## src/rtl/i2c_domain_arbiter.sv

```systemverilog
// rtl/i2c_domain_arbiter.sv - two-domain round-robin owner arbiter for a shared I2C read sequencer
module i2c_domain_arbiter #(
    parameter logic [15:0] TIMEOUT      = 16'd4096,
    parameter logic [3:0]  SCRUB_CYCLES = 4'd8
) (
    input  logic       clk,
    input  logic       rst,
    input  logic       req0,
    input  logic [6:0] addr0,
    output logic       gnt0,
    output logic       valid0,
    output logic [7:0] data0,
    input  logic       req1,
    input  logic [6:0] addr1,
    output logic       gnt1,
    output logic       valid1,
    output logic [7:0] data1,
    output logic       sys_start,
    output logic [6:0] sys_addr,
    output logic       sys_domain,
    input  logic       sys_done,
    input  logic [7:0] sys_data,
    output logic       busy,
    output logic       timeout
);

    typedef enum logic [1:0] {ST_IDLE, ST_START, ST_WAIT, ST_SCRUB} state_t;

    state_t      state_q, state_d;
    logic        owner_q, owner_d;
    logic        last_q, last_d;
    logic [6:0]  addr_q, addr_d;
    logic [15:0] cnt_q, cnt_d;
    logic        valid_q, valid_d;
    logic [7:0]  data_q, data_d;
    logic        winner;
    logic        timeout_w;

    localparam logic [15:0] SCRUB_LAST = {12'd0, SCRUB_CYCLES} - 16'd1;
    localparam logic [15:0] WAIT_LAST  = TIMEOUT - 16'd1;

    always_ff @(posedge clk or posedge rst) begin
        if (rst) begin
            state_q <= ST_IDLE;
            owner_q <= 1'b0;
            last_q  <= 1'b1;
            addr_q  <= 7'h00;
            cnt_q   <= 16'd0;
            valid_q <= 1'b0;
            data_q  <= 8'h00;
        end else begin
            state_q <= state_d;
            owner_q <= owner_d;
            last_q  <= last_d;
            addr_q  <= addr_d;
            cnt_q   <= cnt_d;
            valid_q <= valid_d;
            data_q  <= data_d;
        end
    end

    // On a tie the domain that was not served last takes the bus.
    always_comb begin
        if (req0 && req1) begin
            winner = ~last_q;
        end else begin
            winner = ~req0;
        end
    end

    always_comb begin
        state_d   = state_q;
        owner_d   = owner_q;
        last_d    = last_q;
        addr_d    = addr_q;
        cnt_d     = cnt_q;
        valid_d   = 1'b0;
        data_d    = 8'h00;
        timeout_w = 1'b0;
        case (state_q)
            ST_IDLE: begin
                if (req0 || req1) begin
                    state_d = ST_START;
                    owner_d = winner;
                    addr_d  = winner ? addr1 : addr0;
                end
            end
            ST_START: begin
                state_d = ST_WAIT;
                cnt_d   = 16'd0;
            end
            ST_WAIT: begin
                // Completion beats a coincident terminal count.
                if (sys_done) begin
                    valid_d = 1'b1;
                    data_d  = sys_data;
                    state_d = ST_SCRUB;
                    last_d  = owner_q;
                    cnt_d   = 16'd0;
                end else if (cnt_q == WAIT_LAST) begin
                    timeout_w = 1'b1;
                    state_d   = ST_SCRUB;
                    last_d    = owner_q;
                    cnt_d     = 16'd0;
                end else begin
                    cnt_d = cnt_q + 16'd1;
                end
            end
            ST_SCRUB: begin
                if (cnt_q == SCRUB_LAST) begin
                    state_d = ST_IDLE;
                    cnt_d   = 16'd0;
                end else begin
                    cnt_d = cnt_q + 16'd1;
                end
            end
            default: state_d = ST_IDLE;
        endcase
    end

    logic granted;
    assign granted    = (state_q == ST_START) || (state_q == ST_WAIT);
    assign gnt0       = granted && !owner_q;
    assign gnt1       = granted && owner_q;
    assign valid0     = valid_q && !owner_q;
    assign valid1     = valid_q && owner_q;
    assign data0      = valid0 ? data_q : 8'h00;
    assign data1      = valid1 ? data_q : 8'h00;
    assign sys_start  = (state_q == ST_START);
    assign sys_addr   = addr_q;
    assign sys_domain = owner_q;
    assign busy       = (state_q != ST_IDLE);
    assign timeout    = timeout_w;

endmodule

```

## config.mk

```make
export PLATFORM = sky130hd
export DESIGN_NAME = i2c_domain_arbiter
export DESIGN_NICKNAME = d
export VERILOG_FILES = /design/src/rtl/i2c_domain_arbiter.sv
export SDC_FILE = /design/constraint.sdc
export NUM_CORES = 1
export LEC_CHECK = 0
export ABC_CLOCK_PERIOD_IN_PS = 2800
export BUFFER_PORTS_ARGS = -buffer_cell sky130_fd_sc_hd__buf_2
export CAP_MARGIN = 5
export CORE_UTILIZATION = 40
export DETAILED_ROUTE_END_ITERATION = 10
export PLACE_DENSITY = 0.69
export SETUP_SLACK_MARGIN = 0.4
export SLEW_MARGIN = 20
export SYNTH_ARGS = -nofsm -noshare
export SYNTH_HDL_FRONTEND = slang
export SYNTH_SLANG_ARGS = --single-unit
```

## constraint.sdc

```tcl
create_clock -name clk -period 2.8 [get_ports clk]
set_input_delay 0.14 -clock clk [delete_from_list [all_inputs] [get_ports clk]]
set_output_delay 0.14 -clock clk [all_outputs]
set_load 0.02 [all_outputs]
```

==> impl_metrics.tcl, run 1 <==
set metrics [dict create \
    leakagePower_nw 1.29 \
    core_area_mm2 0.00482 \
    io_buffers 57 \
    cts_buffer_depth 2 \
    path_class "flip-flop to flip-flop" \
    cts_buffers 5 \
    tightest_slew_ps 879 \
    ys.flop_type "dfrtp_1" \
    die_area_mm2 0.00543 \
    grt_pass1_vias 1529 \
    grt_max_degree 20 \
    yosysMostFrequentCell "dfrtp_1" \
    muxShareOfSynthArea_pct 5.48 \
    ant_nets 0 \
    dpl_cell_area_mm2 0.00240 \
    path_max_fanout 7 \
    seqPwrFrac_pct 35.5 \
    clkLatencyLatePin_ps 290 \
    cts_tree "done" \
    fin_hold_ws_ps 86.3 \
    post_drt_wl_per_cell_um 13.1 \
    grt_pass1_wl_um 7070 \
    syn-num-nets 247 \
    rows 25 \
    slew_viol_final 0 \
    tns_ps 0 \
    synth-compound-area-share_pct 14.2 \
    ys_ff_latch 36 \
    cap_violations 0 \
    p_switching_uw 803 \
    postCtsResizedCells 0 \
    switching_share_pct 39.1 \
    synth_edf_count 0 \
    fin_skew_ps 3.86 \
    synth_top_area_share_pct 42.6 \
    nets 307 \
    power.total_mw 2.05 \
    status "finished clean" \
    synth_xor_area_share_pct 0.853 \
    period_minus_slack_ps 2210 \
    synth_top_cells_by_count "35 x dfrtp_1, 18 x nand2_1, 17 x and3_1" \
    crit_arrival_ps 2400 \
    ios 58 \
    clock_power_share_pct 22.5 \
    slew_headroom_pct 41.0 \
    max_freq_mhz 452 \
    vias 1751 \
    synth.avg_cell_area_um2 9.60 \
    ys_seq_area_share_pct 43.9 \
    path_clk_slew_ps 80 \
    place_ws_ps 555 \
    cts.sinks 36 \
    yosys-top-cells-area "dfrtp_1 43%, and3_1 5.2%, mux2i_1 4.4%, and2_1 3.7%, ha_1 3.7%" \
    synth_largest_area_cell "dfrtp_1" \
    p_per_area_mw_per_mm2 812 \
    synthAdderAreaFrac_pct 3.65 \
    crit_required_ps 2980 \
    hold_viol_final 0 \
    hold_path_class "input pin to flip-flop" \
    syn_inst 214 \
    wl_um 4480 \
    worstSetupStartpointType "flip-flop" \
    grt_usage_pct 17.4 \
    stdcell_count 342 \
    ir_drop_mv 0.361 \
    stdcell_area_mm2 0.00253 \
    ys_types 55 \
    setup_ws_ps 586 \
    drive_gt1_share_pct 31.3 \
    cp-end-kind "flip-flop" \
    setup_viol 0 \
    place_congestion 0.854 \
    die_x_um 73.7 \
    initial_utilization_pct 42.6 \
    cts-root-buf "clkbuf_8" \
    utilization_pct 52.5 \
    p_comb_share_pct 42.0 \
    synth-simple-area-share_pct 27.0 \
    syn_to_final_growth_pct 23.0 \
    grt_setup_unrepaired "no" \
    drc 0 \
    async_flop_share_pct 100 \
    dp_hpwl_um 3340 \
    place_inst 332 \
    synth_top_family_by_area "simple AND/OR/NAND/NOR gates" \
    drt_iter0_markers 59 \
    grt_overflow 0 \
    internal-power_mw 1.25 \
    htree_num_levels 2 \
    antenna_found_initial 0 \
    first_pass_iters 4 \
    timing.final.crit_share_pct 79.1 \
    synth_area_mm2 0.00205 \
    viasPerCell 5.12 \
    n_antenna_cell 0 \
    die_h_um 73.7 \
    yosys_warnings 0 \
]
## sequential cells by signal, summed over array words and instances, names as in the netlist
signal      cells
cnt_q          16
data_q          8
sys_addr        7
state_q         2
last_q          1
sys_domain      1
valid_q         1
## worst paths after layout
| path | start | end | slack (ps) | cells after the start |
|---|---|---|---|---|
| worst max-delay path | cnt_q[0]$_DFFE_PP0P_ | state_q[1]$_DFFE_PP0P_ | 590 | 5 |
| max in group asynchronous | rst | last_q$_DFFE_PP1P_ | 1530 | 4 |
| worst max register to register | cnt_q[0]$_DFFE_PP0P_ | state_q[1]$_DFFE_PP0P_ | 590 | 5 |
| worst min register to register | sys_addr[1]$_DFFE_PP0P_ | sys_addr[1]$_DFFE_PP0P_ | 480 | 2 |
| min in group asynchronous | rst | sys_addr[0]$_DFFE_PP0P_ | 500 | 3 |
| worst min-delay path | sys_data[3] | data_q[3]$_DFF_PP0_ | 90 | 2 |
## power groups by stage
stage	Clock [mW]	Combinational [mW]	Sequential, mW
2_1_floorplan	0	0.561	0.784
3_3_place_gp	0	0.854	0.738
3_5_place_dp	0	0.864	0.742
4_1_cts	0.471	0.868	0.730
5_1_grt	0.497	0.963	0.750
6_report	0.461	0.863	0.729
## metal layers
layer  wire (um)  global-route usage [%]
met2        2160                    26.8
met4          68                    7.05
met1        2060                    23.1
met3         184                    4.94
met5           0                       0
## repair_timing
item | 4_1_cts | 5_1_grt
hold buffers | 1 | 0
hold endpoints to repair | 18 | 0
endpoints found under the setup margin | 0 | 1
buffers inserted | 0 | 1
## worst max-delay path, stage by stage, from the launching register on
cell and delay (ps):
dfrtp_1 390, ha_1 280, nand4_1 310, o41ai_4 540, o311a_2 270, mux2_2 320
## kinds of logic after synthesis
kind of cell,Yosys count
AND/OR/NAND/NOR,96
buffers and inverters,22
adder cells (fa/ha/maj),6
AO/OA/AOI/OAI,41
flip-flops,36
XOR/XNOR,2
multiplexers,11
## final cells by class
cell class / count / area, um^2
fill: 460 / 2290
multi-input combinational: 156 / 1050
inverter: 12 / 45.0
clock inverter: 3 / 42.5
clock buffer: 5 / 68.8
sequential: 36 / 902
timing repair buffer: 63 / 333
tap: 67 / 83.8
## layout by cell type (no fill, tap or decap), types with 2 or more instances in the layout
cell type  count
buf_4          5
nor3_1         6
buf_2         57
mux2i_1        9
dfrtp_1       35
inv_1         11
ha_1           6
nor2b_1        3
a21o_1         2
o221ai_1       2
a22oi_1        2
and2_1        12
nand2_1       18
or2_2          3
or3_1          3
nor4_1         5
nor2_1        10
mux2_2         2
nand4_1        3
clkbuf_8       5
o21ai_0       14
a21oi_1        7
or4_1          4
and3_1        17
No activity file was read; power rests on OpenSTA's default activity.
==> inputs of run 2 (changes only) <==
--- a/config.mk
+++ b/config.mk
@@ -5,12 +5,12 @@
 export SDC_FILE = /design/constraint.sdc
 export NUM_CORES = 1
 export LEC_CHECK = 0
-export ABC_CLOCK_PERIOD_IN_PS = 2800
+export ABC_CLOCK_PERIOD_IN_PS = 1800
 export BUFFER_PORTS_ARGS = -buffer_cell sky130_fd_sc_hd__buf_2
 export CAP_MARGIN = 5
 export CORE_UTILIZATION = 40
 export DETAILED_ROUTE_END_ITERATION = 10
-export PLACE_DENSITY = 0.69
+export PLACE_DENSITY = 0.71
 export SETUP_SLACK_MARGIN = 0.4
 export SLEW_MARGIN = 20
 export SYNTH_ARGS = -nofsm -noshare
==> constraint.sdc (replaced) <==
create_clock -name clk -period 1.8 [get_ports clk]
set_input_delay 0.09 -clock clk [delete_from_list [all_inputs] [get_ports clk]]
set_output_delay 0.09 -clock clk [all_outputs]
set_load 0.02 [all_outputs]
==> impl_metrics.tcl, run 2 (synthesis results as in run 1) <==
set metrics [dict create \
    status "finished, violations left" \
    drt_iter0_markers 74 \
    die_h_um 73.7 \
    grt_usage_pct 20.7 \
    path_buf_inv 2 \
    crit_required_ps 1710 \
    post_drt_wl_per_cell_um 14.3 \
    cts.sinks 36 \
    hold_path_class "input pin to flip-flop" \
    grt_setup_unrepaired "yes" \
    grt_max_degree 37 \
    vias 2025 \
    nets 351 \
    cap_violations 0 \
    worstHoldPathCells 2 \
    path_max_fanout 2 \
    largest_reg_flops 16 \
    initial_utilization_pct 42.6 \
    wl_um 5530 \
    place_congestion 0.859 \
    grt_overflow 0 \
    syn_to_final_growth_pct 48.7 \
    crit_arrival_ps 1840 \
    cts_buffer_depth 2 \
    leakagePower_nw 1.53 \
    htree_num_levels 2 \
    max_freq_mhz 518 \
    clkLatencyLatePin_ps 290 \
    first_pass_iters 4 \
    p_per_area_mw_per_mm2 1190 \
    cp-end-kind "primary output" \
    place_ws_ps -147 \
    drive_gt1_share_pct 50.8 \
    timing.final.crit_share_pct 107 \
    tns_ps -1250 \
    rows 25 \
    grt_pass1_wl_um 8300 \
    crit_slowest_cell "or4_4" \
    startpoint "cnt_q[15]$_DFFE_PP0P_" \
    cts_tree "done" \
    path_cells "or4_4 > buf_6 > nor4_4 > and2_4 > buf_6" \
    reg2reg_to "cnt_q[13]$_DFFE_PP0P_" \
    period_minus_slack_ps 1930 \
    cts_buffers 5 \
    r2r_setup_slack_ps -130 \
    viasPerCell 5.25 \
    slew_headroom_pct 64.9 \
    ios 58 \
    cp-endpoint "timeout" \
    multi_input_area_mm2 0.00124 \
    hold_viol_final 0 \
    grt_pass1_vias 1780 \
    dpl_cell_area_mm2 0.00270 \
    slowest_delay_ps 570 \
    path_clk_slew_ps 60 \
    io_buffers 57 \
    setup_ws_ps -130 \
    nFillCells 412 \
    ir_drop_mv 0.607 \
    mostFrequentLayoutCell "buf_2" \
    ant_nets 0 \
    slew_viol_final 0 \
    path_class "flip-flop to primary output" \
    utilization_pct 63.4 \
    die_x_um 73.7 \
    critical_path_cell_count 5 \
    seqCellArea_um2 905 \
    fin_skew_ps 7.97 \
    cp_top_family "simple AND/OR/NAND/NOR gates" \
    worstSetupStartpointType "flip-flop" \
    tightest_slew_ps 527 \
    setup_viol 16 \
    path_common_cell "buf_6" \
    die_area_mm2 0.00543 \
    cts-root-buf "clkbuf_8" \
    violations "setup timing" \
    drc 0 \
    antenna_found_initial 0 \
    n_antenna_cell 0 \
    layout_common_cells "52 x buf_2, 44 x buf_4, 33 x dfrtp_1, 18 x nand2_1, 17 x and3_1" \
    dp_hpwl_um 3830 \
    core_area_mm2 0.00482 \
    timing.rr.start "cnt_q[15]$_DFFE_PP0P_" \
    reg2regPathDepth 5 \
    top_register "cnt_q" \
    stdcell_area_mm2 0.00306 \
]
[run 2: changes by cell type in the layout (fill, tap and decap cells not counted), sizes merged]
cell / before / now
nor2b: 3 / 4
clkbuf: 5 / 8
bufinv: 1 / 0
clkinvlp: 1 / 0
buf: 62 / 104
[run 2: timing repair]
action,4_1_cts,5_1_grt
hold buffers,1,0
hold endpoints to repair,35,0
pin swaps,14,4
setup buffers,2,7
gates cloned,1,0
setup endpoints to repair,39,27
gates resized for setup,31,22
[run 2: per-stage QoR]
| step | cells | total power [mW] | hold WS (ps) |
|---|---|---|---|
| after floorplan | 214 | 2.16 | 256 |
| after global placement | 367 | 2.63 | 216 |
| after detailed placement | 367 | 2.68 | 219 |
| after CTS | 379 | 3.40 | 43.6 |
| after global routing | 386 | 3.87 | 36.8 |
| final | 386 | 3.65 | 46.2 |
[run 2: worst min path at each step]
stage / startpoint / end / slack [ps]
2_1_floorplan: rst / cnt_q[0]$_DFFE_PP0P_ / 260
3_3_place_gp: rst / cnt_q[5]$_DFFE_PP0P_ / 220
3_5_place_dp: rst / sys_addr[5]$_DFFE_PP0P_ / 220
4_1_cts: sys_data[7] / data_q[7]$_DFF_PP0_ / 40
5_1_grt: sys_data[7] / data_q[7]$_DFF_PP0_ / 40
6_report: sys_data[3] / data_q[3]$_DFF_PP0_ / 50
[run 2: final cells by class]
class / instances / area share (%)
timing repair buffer: 106 / 22.8
tap: 67 / 2.74
inverter: 12 / 1.52
clock buffer: 7 / 2.50
sequential: 36 / 29.6
multi-input combinational: 157 / 40.7
clock inverter: 1 / 0.164
[run 2: metal layers]
metal  track usage (%)  up-vias  routed length, um
li1                  -      986                  -
met1              24.7      972               2370
met2              36.3       62               2780
met3              4.94        5                324
met4              7.05        0                 64
met5                 0        -                  0
[run 2: power by group]
part           switching (mW)  total (mW)  internal [mW]
clock                   0.265       0.536          0.271
sequential              0.120        1.12           1.00
combinational            1.06        1.99          0.929
==> inputs of run 3 (changes only) <==
--- a/config.mk
+++ b/config.mk
@@ -11,6 +11,7 @@
 export CORE_UTILIZATION = 40
 export DETAILED_ROUTE_END_ITERATION = 10
 export PLACE_DENSITY = 0.71
+export REMOVE_ABC_BUFFERS = 1
 export SETUP_SLACK_MARGIN = 0.4
 export SLEW_MARGIN = 20
 export SYNTH_ARGS = -nofsm -noshare
==> impl_metrics.tcl, run 3 (synthesis results as in run 1) <==
set metrics [dict create \
    grt_setup_unrepaired "yes" \
    die_h_um 73.7 \
    multi_input_area_mm2 0.00126 \
    nFillCells 412 \
    seqCellArea_um2 902 \
    antenna_found_initial 0 \
    leakagePower_nw 1.55 \
    layout_common_cells "53 x buf_2, 43 x buf_4, 35 x dfrtp_1, 18 x nand2_1, 17 x and3_1" \
    ios 58 \
    clkLatencyLatePin_ps 290 \
    crit_arrival_ps 2080 \
    period_minus_slack_ps 1910 \
    reg2reg_to "cnt_q[6]$_DFFE_PP0P_" \
    die_x_um 73.7 \
    grt_pass1_vias 1819 \
    hold_viol_final 0 \
    reg2regPathDepth 5 \
    slew_viol_final 0 \
    setup_viol 13 \
    power.total_mw 3.62 \
    viasPerCell 5.17 \
    startpoint "cnt_q[15]$_DFFE_PP0P_" \
    nets 348 \
    largest_reg_flops 16 \
    status "finished, violations left" \
    utilization_pct 63.6 \
    grt_usage_pct 19.7 \
    mostFrequentLayoutCell "buf_2" \
    violations "setup timing" \
    fin_skew_ps 5.12 \
    ant_nets 0 \
    path_max_fanout 5 \
    core_area_mm2 0.00482 \
    timing.final.crit_share_pct 106 \
    max_freq_mhz 523 \
    vias 1982 \
    crit_required_ps 1970 \
    cts_tree "done" \
    fin_hold_ws_ps 39.1 \
    drt_iter0_markers 95 \
    grt_overflow 0 \
    first_pass_iters 4 \
    ir_drop_mv 0.582 \
    hold_path_class "input pin to flip-flop" \
    syn_to_final_growth_pct 49.1 \
    grt_pass1_wl_um 8090 \
    cp-end-kind "flip-flop" \
    post_drt_wl_per_cell_um 14.0 \
    die_area_mm2 0.00543 \
    top_register "cnt_q" \
    place_congestion 0.804 \
    timing.rr.start "cnt_q[15]$_DFFE_PP0P_" \
    initial_utilization_pct 42.6 \
    cts_buffer_depth 2 \
    drive_gt1_share_pct 50.6 \
    tightest_slew_ps 467 \
    n_antenna_cell 0 \
    rows 25 \
    cts.sinks 36 \
    cap_violations 0 \
    grt_max_degree 37 \
    p_per_area_mw_per_mm2 1180 \
    cts_buffers 5 \
    path_class "flip-flop to flip-flop" \
    io_buffers 57 \
    htree_num_levels 2 \
    setup_ws_ps -111 \
    cts-root-buf "clkbuf_8" \
    wl_um 5360 \
    r2r_setup_slack_ps -110 \
    dp_hpwl_um 3730 \
    path_clk_slew_ps 70 \
    drc 0 \
    cp-endpoint "cnt_q[6]$_DFFE_PP0P_" \
    worstSetupStartpointType "flip-flop" \
    slew_headroom_pct 68.9 \
]
[run 3: cell types whose count changed in the layout (fill, tap and decap cells not counted), moves of 2 or more]
cell	change
o21ai_1	-2
clkinv_2	-2
ha_2	-2
dfrtp_2	-2
ha_1	+2
dfrtp_1	+2
[run 3: layout make-up]
cell class | instances | share of cell area (%)
multi-input cells | 156 | 41.2
flip-flops and latches | 36 | 29.4
repair buffers | 104 | 22.1
clock buffers | 7 | 2.82
well taps | 67 | 2.74
inverters | 12 | 1.47
clock inverters | 1 | 0.245
[run 3: per-layer routing]
metal,track usage (%),vias to the layer above,share of wire (%)
met3,2.88,9,4.0
li1,-,974,-
met1,23.1,942,42
met2,35.6,57,53
met5,0,-,0
met4,8.33,0,1.6
[run 3: worst max-delay path: stages, from the launching register on]
cell and delay (ps):
dfrtp_1 380, or4_4 570, o41ai_4 250, buf_4 200, a221oi_2 60, or3_1 340
[run 3: report_power, final]
| group | internal (mW) | total [mW] | switching, mW |
|---|---|---|---|
| sequential | 0.997 | 1.11 | 0.111 |
| clock | 0.311 | 0.602 | 0.292 |
| combinational | 0.863 | 1.91 | 1.04 |
| total | 2.17 | 3.62 | 1.45 |
[run 3: how the worst min path moves through the flow]
stage | start | endpoint | slack, ps | depth (start not counted)
final | sys_data[0] | data_q[0]$_DFF_PP0_ | 40 | 2
after global routing | sys_data[5] | data_q[5]$_DFF_PP0_ | 40 | 2
after floorplan | sys_done | valid_q$_DFF_PP0_ | 220 | 1
after global placement | rst | sys_addr[0]$_DFFE_PP0P_ | 220 | 3
after CTS | sys_data[0] | data_q[0]$_DFF_PP0_ | 40 | 2
after detailed placement | rst | sys_addr[0]$_DFFE_PP0P_ | 220 | 3
[run 3: through the flow]
step	area [um^2]	instances	worst slack [ps]	TNS, ps
final	3060	383	-111	-696
after global routing	3060	383	-201	-1880
after CTS	2940	379	-102	-466
after floorplan	2000	204	-299	-1230
after detailed placement	2660	367	-232	-2310
after global placement	2660	367	-205	-2100
[run 3: repair_timing]
action / 4_1_cts / 5_1_grt
gates resized for setup: 35 / 26
endpoints found under the setup margin: 39 / 33
hold endpoints to repair: 35 / 0
pin swaps: 14 / 9
hold buffers: 1 / 0
cloned: 0 / 0
setup buffers: 3 / 4
